`src/rtl/uart_rx.sv`:
```
// 8N1 UART receiver: two-flop input synchroniser, mid-bit sampling FSM,
// one-cycle strobes for a good byte (o_rx_complete) or a bad stop bit (o_rx_err).
`timescale 1ns/1ps
module uart_rx #(
  parameter int CLKS_PER_BIT = 434
) (
  input  logic       clk,
  input  logic       rst,
  input  logic       i_rx_d,
  output logic [7:0] o_rx_d,
  output logic       o_rx_complete,
  output logic       o_rx_err
);

  localparam int CNT_W = $clog2(CLKS_PER_BIT);
  localparam int HALF  = CLKS_PER_BIT / 2;
  localparam logic [CNT_W-1:0] HALF_LAST = CNT_W'(HALF - 1);
  localparam logic [CNT_W-1:0] BIT_LAST  = CNT_W'(CLKS_PER_BIT - 1);

  typedef enum logic [2:0] {
    S_IDLE,
    S_START,
    S_DATA,
    S_STOP,
    S_BREAK
  } state_t;

  logic             r_rx_meta;
  logic             r_rx_s;
  state_t           r_state;
  logic [CNT_W-1:0] r_cnt;
  logic [2:0]       r_idx;
  logic [7:0]       r_sh;

  // NOTE: every flop uses <= so all registers update together from the
  // values present before the edge, independent of statement order.
  always_ff @(posedge clk) begin
    if (rst) begin
      r_rx_meta <= 1'b1;
      r_rx_s    <= 1'b1;
    end else begin
      r_rx_meta <= i_rx_d;
      r_rx_s    <= r_rx_meta;
    end
  end

  always_ff @(posedge clk) begin
    if (rst) begin
      r_state       <= S_IDLE;
      r_cnt         <= '0;
      r_idx         <= '0;
      r_sh          <= '0;
      o_rx_d        <= '0;
      o_rx_complete <= 1'b0;
      o_rx_err      <= 1'b0;
    end else begin
      o_rx_complete <= 1'b0;
      o_rx_err      <= 1'b0;
      case (r_state)
        S_IDLE: begin
          r_cnt <= '0;
          r_idx <= '0;
          if (!r_rx_s) r_state <= S_START;
        end

        // Re-check the line at the middle of the start bit to reject glitches.
        S_START: begin
          if (r_cnt == HALF_LAST) begin
            r_cnt   <= '0;
            r_state <= r_rx_s ? S_IDLE : S_DATA;
          end else begin
            r_cnt <= r_cnt + 1'b1;
          end
        end

        S_DATA: begin
          if (r_cnt == BIT_LAST) begin
            r_cnt       <= '0;
            r_sh[r_idx] <= r_rx_s;
            if (r_idx == 3'd7) r_state <= S_STOP;
            else               r_idx   <= r_idx + 1'b1;
          end else begin
            r_cnt <= r_cnt + 1'b1;
          end
        end

        // Leaving at mid-stop-bit lets a start bit right after it be caught.
        S_STOP: begin
          if (r_cnt == BIT_LAST) begin
            r_cnt <= '0;
            if (r_rx_s) begin
              o_rx_d        <= r_sh;
              o_rx_complete <= 1'b1;
              r_state       <= S_IDLE;
            end else begin
              o_rx_err <= 1'b1;
              r_state  <= S_BREAK;
            end
          end else begin
            r_cnt <= r_cnt + 1'b1;
          end
        end

        S_BREAK: begin
          r_cnt <= '0;
          if (r_rx_s) r_state <= S_IDLE;
        end

        default: r_state <= S_IDLE;
      endcase
    end
  end

endmodule

```
`config.mk`:
```
export PLATFORM = sky130hd
export DESIGN_NAME = uart_rx
export DESIGN_NICKNAME = d
export VERILOG_FILES = /design/src/rtl/uart_rx.sv
export SDC_FILE = /design/constraint.sdc
export NUM_CORES = 1
export LEC_CHECK = 0
export ABC_CLOCK_PERIOD_IN_PS = 2580
export BUFFER_PORTS_ARGS = -buffer_cell sky130_fd_sc_hd__buf_2
export CAP_MARGIN = 40
export CORE_MARGIN = 2
export CORE_UTILIZATION = 50
export DETAILED_ROUTE_END_ITERATION = 10
export GPL_ROUTABILITY_DRIVEN = 0
export PLACE_DENSITY = 0.68
export SETUP_SLACK_MARGIN = 0.15
export SKIP_LAST_GASP = 1
export SYNTH_ARGS = -nofsm -noshare
export SYNTH_HDL_FRONTEND = slang
export SYNTH_SLANG_ARGS = --single-unit
export TNS_END_PERCENT = 1
```
`constraint.sdc`:
```
create_clock -name clk -period 2.58 [get_ports clk]
set_input_delay 0.516 -clock clk [delete_from_list [all_inputs] [get_ports clk]]
set_output_delay 0.516 -clock clk [all_outputs]
set_load 0.05 [all_outputs]
```
==> run summary <==
outcome -> complete, no violations
post-synth net total -> 209
part of the power in registers -> 0.549
Setup CP Type -> flop to flop
Die ar. -> 4090 um^2
Ports -> 13
switch share -> 0.217
I/O Buffers -> 12
P_sw -> 217 uW
Post-Syn Instances -> 201
Layout Utilization -> 0.575
Layout area overhead -> 8.64%
Post-synth EDFFs -> 0
WP data arrival -> 2.19 ns
CTS hold repair buffers -> 0
setup total negative slack -> 0 ns
Worst-Skew Late Latency -> 0.34 ns
largest net degree at the start of global routing -> 31
Die W -> 63.9 um
antenna viol nets, final -> 0
core area -> 3390 um^2
maximum vdd ir drop -> 0.478 mV
Fill cells -> 304
nets -> 219
Placed Area -> 1860 um^2
maximum clock rate -> 0.514 GHz
Cell Count, Final, Fillers Out -> 258
WL/cell -> 14.4 um
final hold violation count -> 0
drt pass-1 iters -> 4
Inst Count DP -> 250
total number of vias -> 1463
path category of the worst min-delay check -> input pin to flop
Yosys top cell area share -> 0.390
RSZ-0062 raised after global routing -> false
CTS max path bufs -> 2
clk sinks -> 35
worst-path maximum fanout -> 6
Final setup viols -> 0
Seq/Total Area, Yosys -> 0.390
post-CTS setup buffers -> 0
mapped cell area -> 1800 um^2
Final WS setup -> 0.635 ns
Static Leak -> 0.805 nW
MaxCap Viol Count -> 0
grt ovf -> 0
P per Cell Area -> 513 nW/um^2
share of cells above drive strength 1 -> 0.160
first-pass GRT wire length -> 6450 um
Clock Skews -> 0.00779 ns
initial antenna violation count -> 0
Num CTS Buffers -> 5
Final min period -> 1.94 ns
Rel. slew slack -> 0.543
Synth area leader -> dfxtp_1
gr usage total -> 0.203
Initial Utilization -> 0.530
Main synth FF type -> dfxtp_1
first-iteration detailed-routing DRC count -> 104
clock root cell -> clkbuf_4
Worst Setup End Kind -> flop
share of synthesized registers carrying an async set or reset -> 0
CP required -> 2.83 ns
count of cell types in the netlist -> 47
vias in the first global route -> 1409
Logic pwr share -> 0.034
clk slew on worst S/H paths -> 0.11 ns
CP Launch Type -> flop
Post-Syn Area per Cell -> 8.93 um^2
via/cell ratio -> 5.67
post-route design area -> 1950 um^2
aggregate routed wire length -> 3720 um
ant diodes -> 0
Resized Gates After CTS -> 0
cell internal pwr -> 784 uW
CTS tree -> built
drt drc -> 0
synthesized flop and latch total -> 35
ranking of synthesized cells by area -> dfxtp_1 39%, mux2i_1 11%, nor2_1 6.5%
Post-Place Setup Slack -> 0.691 ns
count of pins over their slew limit -> 0
fin crit share -> 0.754
die height -> 63.9 um
DP HPWL -> 2630 um
Synth Warn # -> 0
share of total power in the clock network -> 0.417
row count -> 21
H-tree depth -> 2
Slew @ Worst Pin -> 0.678 ns
[cells in the final DEF, fill, tap and decap left out, types with 2 or more instances in the layout]
master | Yosys | final
nand2b_1 | 2 | 2
or2_2 | 2 | 2
nand2_1 | 13 | 13
ha_1 | 5 | 5
clkbuf_4 | 0 | 5
nor4b_1 | 2 | 2
nor4_1 | 7 | 7
o21ai_0 | 4 | 4
nand4b_1 | 2 | 2
a21oi_1 | 9 | 9
nand3_1 | 7 | 7
mux2i_1 | 19 | 19
nor4b_2 | 2 | 2
o21ai_1 | 2 | 2
nand3_2 | 2 | 2
nor3_1 | 10 | 10
and3_1 | 4 | 4
dfxtp_1 | 35 | 35
nor2_1 | 31 | 31
a22o_1 | 2 | 2
and2b_1 | 2 | 2
and3b_2 | 2 | 2
buf_2 | 3 | 12
or4_1 | 2 | 2
inv_1 | 7 | 7
[routing by layer]
metal  up-vias  share of wire  GRT usage
li1        750              -          -
met1       679           0.48      0.257
met2        25           0.46      0.322
met3         9          0.039     0.0563
met4         0          0.023     0.0870
met5         -              0          0
[cell families (layout without fill, tap and decap cells)]
kind of cell / Yosys count / in the layout / synth area share
compound gates: 26 / 26 / 0.0969
mux: 20 / 20 / 0.112
flops: 35 / 35 / 0.390
simple gates: 99 / 99 / 0.324
fa+ha+maj: 5 / 5 / 0.0348
buf+inv: 16 / 27 / 0.0418
[sequential cells by signal, indices dropped and copies added, names as in the netlist]
signal,flops
r_state,3
r_sh,8
o_rx_d,8
r_rx_s,1
r_cnt,9
r_idx,3
o_rx_err,1
r_rx_meta,1
o_rx_complete,1
[stage by stage]
| step | power [mW] | hold WS (ns) |
|---|---|---|
| after floorplan | 0.588 | 0.389 |
| after global placement | 0.594 | 0.398 |
| after detailed placement | 0.596 | 0.407 |
| after CTS | 1.01 | 0.349 |
| after global routing | 1.04 | 0.338 |
| final | 1.00 | 0.354 |
[power by group through the flow]
stage | clock [mW] | sequential, mW | combinational [mW]
finish | 0.417 | 0.550 | 0.0341
global route | 0.450 | 0.551 | 0.0381
CTS | 0.426 | 0.550 | 0.0339
detailed placement | 0 | 0.562 | 0.0337
global placement | 0 | 0.562 | 0.0320
floorplan | 0 | 0.557 | 0.0306
[critical path, cell delays in order (launching register included)]
cell      delay [ns]
dfxtp_1         0.45
inv_1           0.09
ha_1            0.20
nand4b_1        0.17
nor4_1          0.07
or3b_4          0.44
a311o_1         0.38
o41ai_2         0.05
[synthesized netlist by cell type, drive strengths merged, types with 3 or more instances]
| library cell | instances |
|---|---|
| a21oi | 9 |
| and3 | 4 |
| buf | 6 |
| clkbuf | 3 |
| dfxtp | 35 |
| ha | 5 |
| inv | 7 |
| mux2i | 19 |
| nand2 | 13 |
| nand3 | 9 |
| nor2 | 31 |
| nor3 | 10 |
| nor4 | 7 |
| nor4b | 4 |
| o21ai | 6 |
[worst paths after layout]
kind	start	slack (ns)	cells past startpoint	endpoint
min	i_rx_d	0.35	2	r_rx_meta
max reg2reg	r_cnt[0]	0.64	7	r_state[1]
min reg2reg	r_rx_meta	0.43	1	r_rx_s
max	r_cnt[0]	0.64	7	r_state[1]
[cell type report]
| type | instances | area, um^2 | area share |
|---|---|---|---|
| Multi-Input combinational cell | 150 | 1020 | 0.523 |
| Sequential cell | 35 | 701 | 0.359 |
| Timing Repair Buffer | 12 | 60.1 | 0.0308 |
| Tap cell | 46 | 57.6 | 0.0295 |
| Clock buffer | 6 | 51.3 | 0.0263 |
| Clock inverter | 2 | 35.0 | 0.0180 |
| Inverter | 7 | 26.3 | 0.0135 |
(Power assumes the default switching activity.)
